## config.mk

```make
export PLATFORM = sky130hd
export DESIGN_NAME = mem_access_unit
export DESIGN_NICKNAME = d
export VERILOG_FILES = /design/src/rtl/mem_access_unit.sv
export SDC_FILE = /design/constraint.sdc
export NUM_CORES = 1
export LEC_CHECK = 0
export BUFFER_PORTS_ARGS = -buffer_cell sky130_fd_sc_hd__buf_2
export CAP_MARGIN = 20
export CORE_MARGIN = 1.5
export CORE_UTILIZATION = 51
export DETAILED_ROUTE_END_ITERATION = 16
export HOLD_SLACK_MARGIN = 0.03
export PLACE_DENSITY = 0.81
export SYNTH_ARGS = -nofsm -noshare
export SYNTH_HDL_FRONTEND = slang
export SYNTH_SLANG_ARGS = --single-unit
```

## constraint.sdc

```tcl
create_clock -name clk -period 3.3 [get_ports clk]
set_clock_uncertainty 0.15 [all_clocks]
set_input_delay 0 -clock clk [delete_from_list [all_inputs] [get_ports clk]]
set_output_delay 0 -clock clk [all_outputs]
set_load 0.01 [all_outputs]
```

## src/rtl/mem_access_unit.sv

```systemverilog
// Load/store front-end for a word-only data memory: alignment/range check,
// read-modify-write for sub-word stores, byte/half extraction with sign/zero extension.
module mem_access_unit #(
  parameter logic [31:0] BASE_ADDR   = 32'h10010000,
  parameter int unsigned DEPTH_WORDS = 2048
) (
  input  logic        clk,
  input  logic        rst,
  input  logic        req_valid,
  output logic        req_ready,
  input  logic        req_we,
  input  logic [1:0]  req_size,
  input  logic        req_unsigned,
  input  logic [31:0] req_addr,
  input  logic [31:0] req_wdata,
  output logic        resp_valid,
  output logic [31:0] resp_rdata,
  output logic        resp_err,
  output logic        dm_ena,
  output logic        dm_r,
  output logic        dm_w,
  output logic [31:0] dm_addr,
  output logic [31:0] dm_wdata,
  input  logic [31:0] dm_rdata,
  output logic [1:0]  dbg_state
);

  typedef enum logic [1:0] {
    S_IDLE = 2'd0,
    S_RD   = 2'd1,
    S_WR   = 2'd2,
    S_RESP = 2'd3
  } state_t;

  // Upper bound kept in 33 bits so a region ending at 4 GiB cannot wrap.
  localparam logic [32:0] END_ADDR = {1'b0, BASE_ADDR} + 33'(DEPTH_WORDS) * 33'd4;

  // Handshake: a request transfers on the posedge where req_valid && req_ready;
  // req_ready is high only in IDLE. resp_valid is a one-cycle pulse with no backpressure.

  state_t      r_state;
  state_t      w_next;
  logic [31:0] r_addr;
  logic        r_we;
  logic [1:0]  r_size;
  logic        r_unsigned;
  logic [31:0] r_wdata;
  logic [31:0] r_word;
  logic        r_err;

  logic        w_accept;
  logic        w_bad_size;
  logic        w_misalign;
  logic        w_out_of_range;
  logic        w_req_err;
  logic [4:0]  w_shamt;
  logic [31:0] w_shifted;
  logic [31:0] w_load_val;
  logic [31:0] w_lane_mask;
  logic [31:0] w_store_word;

  assign w_accept       = req_valid && (r_state == S_IDLE);
  assign w_bad_size     = (req_size == 2'b11);
  assign w_misalign     = ((req_size == 2'b01) && req_addr[0]) ||
                          ((req_size == 2'b10) && (req_addr[1:0] != 2'b00));
  assign w_out_of_range = ({1'b0, req_addr} < {1'b0, BASE_ADDR}) ||
                          ({1'b0, req_addr} >= END_ADDR);
  assign w_req_err      = w_bad_size || w_misalign || w_out_of_range;

  always_ff @(posedge clk or posedge rst) begin
    if (rst) begin
      r_state    <= S_IDLE;
      r_addr     <= 32'h0;
      r_we       <= 1'b0;
      r_size     <= 2'b00;
      r_unsigned <= 1'b0;
      r_wdata    <= 32'h0;
      r_word     <= 32'h0;
      r_err      <= 1'b0;
    end else begin
      r_state <= w_next;
      if (w_accept) begin
        r_addr     <= req_addr;
        r_we       <= req_we;
        r_size     <= req_size;
        r_unsigned <= req_unsigned;
        r_wdata    <= req_wdata;
        r_err      <= w_req_err;
      end
      if (r_state == S_RD) r_word <= dm_rdata;
    end
  end

  always_comb begin
    w_next = r_state;
    case (r_state)
      S_IDLE: begin
        if (w_accept) begin
          if (w_req_err)                w_next = S_RESP;
          else if (!req_we)             w_next = S_RD;
          else if (req_size == 2'b10)   w_next = S_WR;
          else                          w_next = S_RD;
        end
      end
      S_RD:    w_next = r_we ? S_WR : S_RESP;
      S_WR:    w_next = S_RESP;
      S_RESP:  w_next = S_IDLE;
      default: w_next = S_IDLE;
    endcase
  end

  // Lane selection: little-endian, byte lane = addr[1:0]; a halfword's addr[0] is 0.
  assign w_shamt   = {r_addr[1:0], 3'b000};
  assign w_shifted = r_word >> w_shamt;

  always_comb begin
    w_load_val  = r_word;
    w_lane_mask = 32'hFFFF_FFFF;
    case (r_size)
      2'b00: begin
        w_load_val  = r_unsigned ? {24'h0, w_shifted[7:0]}
                                 : {{24{w_shifted[7]}}, w_shifted[7:0]};
        w_lane_mask = 32'h0000_00FF << w_shamt;
      end
      2'b01: begin
        w_load_val  = r_unsigned ? {16'h0, w_shifted[15:0]}
                                 : {{16{w_shifted[15]}}, w_shifted[15:0]};
        w_lane_mask = 32'h0000_FFFF << w_shamt;
      end
      default: begin
        w_load_val  = r_word;
        w_lane_mask = 32'hFFFF_FFFF;
      end
    endcase
  end

  // For SW the mask is all-ones, so the merge reduces to the store data itself.
  assign w_store_word = (r_word & ~w_lane_mask) | ((r_wdata << w_shamt) & w_lane_mask);

  always_comb begin
    req_ready  = 1'b0;
    resp_valid = 1'b0;
    resp_err   = 1'b0;
    resp_rdata = 32'h0;
    dm_ena     = 1'b0;
    dm_r       = 1'b0;
    dm_w       = 1'b0;
    dm_addr    = 32'h0;
    dm_wdata   = 32'h0;
    case (r_state)
      S_IDLE: req_ready = 1'b1;
      S_RD: begin
        dm_ena  = 1'b1;
        dm_r    = 1'b1;
        dm_addr = {r_addr[31:2], 2'b00};
      end
      S_WR: begin
        dm_ena   = 1'b1;
        dm_w     = 1'b1;
        dm_addr  = {r_addr[31:2], 2'b00};
        dm_wdata = w_store_word;
      end
      S_RESP: begin
        resp_valid = 1'b1;
        resp_err   = r_err;
        if (!r_err && !r_we) resp_rdata = w_load_val;
      end
      default: req_ready = 1'b0;
    endcase
  end

  assign dbg_state = r_state;

endmodule

```

==> impl_metrics.tcl <==
set metrics [dict create \
    status "finished, final reports clean" \
    track_usage_pct 32.96 \
    cts.clk_slew.worst_paths_ps 70 \
    worst_pin_slew_ps 916.2 \
    end_kind "primary output" \
    area_growth_pct 41.56 \
    ys_async_sr_fraction_pct 100.0 \
    path_max_fanout 29 \
    setup_viol 0 \
    crit_end "dm_wdata[14]" \
    drc 0 \
    clockRootBuffer "clkbuf_16" \
    yosys.area.top_type "dfrtp_1" \
    antennaDiodeCount 0 \
    cts_max_level 3 \
    ys_ff_latch 103 \
    irDropWorstVdd_uv 591.5 \
    start_util_pct 53.22 \
    final_common_cell "buf_2" \
    relSlewSlack_pct 38.92 \
    drive_above_1_share_pct 38.54 \
    cts_tree "built" \
    final_cell_mix "204 x buf_2, 103 x dfrtp_1, 103 x dlygate4sd3_1" \
    synth_flop_cell "dfrtp_1" \
    clk_latency_ps 350 \
    min_period_ps 2998 \
    finalCritPeriodShare_pct 90.84 \
    drt-wirelength-per-cell_um 19.66 \
    vias 5593 \
    synthTopCellsByArea "dfrtp_1 44%, mux2_2 18%, mux2i_1 5.3%" \
    clock_sinks 103 \
    criticalPathCategory "flop to primary output" \
    hold_viol_final 0 \
    final_nets 953 \
    reg2reg_from "dbg_state[0]$_DFFE_PP0P_" \
    syn_area_um2 5871 \
    dieArea_um2 12160 \
    rsz0062_at_grt "false" \
    rows 38 \
    cp_data_arrival_time_ps 2850 \
    vias_per_cell 5.644 \
    overflow 0 \
    syn-mean-instance-area_um2 10.56 \
    power.leakage_nw 4.170 \
    post_cts_buffers 0 \
    clk_path_buf_depth 2 \
    drt_iter0_drc 347 \
    grt_pass1_wl_mm 29.53 \
    power_density_nw_per_um2 979.1 \
    grt_max_degree 63 \
    drt-pass1-iter-count 5 \
    die_y_um 110.3 \
    route.antenna.remaining_nets 0 \
    synth.distinct_cells 43 \
    grt_antenna_before_repair 0 \
    maxCapViolCount 0 \
    timing.rr.end "r_size[0]$_DFFE_PP0P_" \
    netlist.area_leader.share_pct 43.90 \
    fin_cells 991 \
    maxSlewViolCount 0 \
    syn_inst 556 \
    crit_start "r_addr[1]$_DFFE_PP0P_" \
    reg2reg_depth 5 \
    grt_pass1_vias 5673 \
    fp.coreArea_um2 11030 \
    tns_ps 0 \
    timing.fmax_ghz 0.3336 \
    synth_edf_count 0 \
    required_ps 3150 \
    wirelength_mm 19.48 \
    dp_cells 872 \
    yosys_warnings 0 \
    post-dp-hpwl_mm 13.06 \
    portBuffers 204 \
    cts_buffers 9 \
    min_path_type "primary input to async pin" \
    r2r_slack_ps 890 \
    gp_congestion 0.9511 \
    die_w_um 110.3 \
    ioPinCount 207 \
    ys_seq_area_share_pct 43.90 \
    cp-start-kind "flop" \
]
area by class of cell:
class	count	area (um^2)
Clock buffer	11	232.7
Fill cell	743	2720
Inverter	14	55.05
Tap cell	140	175.2
Multi-Input combinational cell	400	3065
Clock inverter	5	57.56
Sequential cell	103	2577
Timing Repair Buffer	318	2147
routing by layer:
metal	vias to the layer above	GRT usage, %	wire length, um
li1	2548	-	-
met1	2688	39.57	7587
met5	-	0	0
met3	68	7.172	1474
met4	0	19.69	953
met2	289	54.32	9469
critical path: stages, from the launching register on:
cell and delay, ps:
dfrtp_1 730, buf_4 450, clkinv_1 300, a21oi_1 380, buf_4 240, and2_1 140, o21a_1 120, buf_2 120
power by group:
group | total, mW | internal, mW | switching [mW]
sequential | 2.71 | 1.91 | 0.792
clock | 1.08 | 0.591 | 0.487
combinational | 4.35 | 2.09 | 2.26
worst min-delay path by stage:
stage                        from                      end  slack, ps  cells past startpoint
floorplan            dm_rdata[10]   r_word[10]$_DFFE_PP0P_        -30                      2
global placement              rst    r_addr[9]$_DFFE_PP0P_         20                      2
detailed placement            rst    r_addr[9]$_DFFE_PP0P_         40                      2
CTS                           rst    r_addr[3]$_DFFE_PP0P_        210                      3
global route        req_wdata[12]  r_wdata[12]$_DFFE_PP0P_        270                      3
finish                        rst   r_addr[12]$_DFFE_PP0P_        210                      3
cells by family (layout without fill, tap and decap cells):
logic type / Yosys count / in the layout / share of synthesized area (%)
other: 1 / 2 / 0.06388
muxes: 125 / 125 / 23.51
and+or+nand+nor: 160 / 160 / 14.07
adders and majority gates: 4 / 4 / 0.8525
AOI/OAI and AO/OA: 109 / 109 / 13.62
DFF: 103 / 103 / 43.90
buffers and inverters: 54 / 348 / 3.985
synthesized netlist by cell type, drive strengths merged, types with 3 or more instances:
cell     instances
nor2            21
dfrtp          103
clkbuf          20
inv             13
nand2           48
o211ai           8
a22oi            7
o2bb2ai          7
mux2i           31
o21ai           19
nand3            9
mux2            93
a21boi           8
a21o            17
nor2b           11
nor3             9
a21oi           12
o21a             9
a221oi           8
and2            46
o211a            8
nor3b            8
nor4             3
buf             20
ha               4
flip-flops by register name, indices dropped and copies added, names as in the netlist:
name / cells
r_unsigned: 1
dbg_state: 2
r_we: 1
r_word: 32
r_wdata: 32
r_addr: 32
r_size: 2
r_err: 1
repair_timing:
item	CTS	global route
hold buffers	103	0
hold endpoints to repair	163	0
resized for setup	0	0
stage by stage:
step / area [um^2] / util [%] / setup slack [ps] / hold slack, ps / total power, mW
after floorplan: 5874 / - / 446.2 / -29.05 / 5.374
after global placement: 6989 / 63.36 / 833.0 / 21.45 / 6.702
after detailed placement: 6989 / 63.36 / 758.1 / 39.58 / 6.827
after CTS: 8310 / 75.34 / 370.7 / 209.4 / 8.033
after global routing: 8310 / 75.34 / 116.0 / 271.6 / 8.650
final: 8310 / 75.34 / 302.3 / 207.0 / 8.137
No activity file was read; power rests on OpenSTA's default activity.
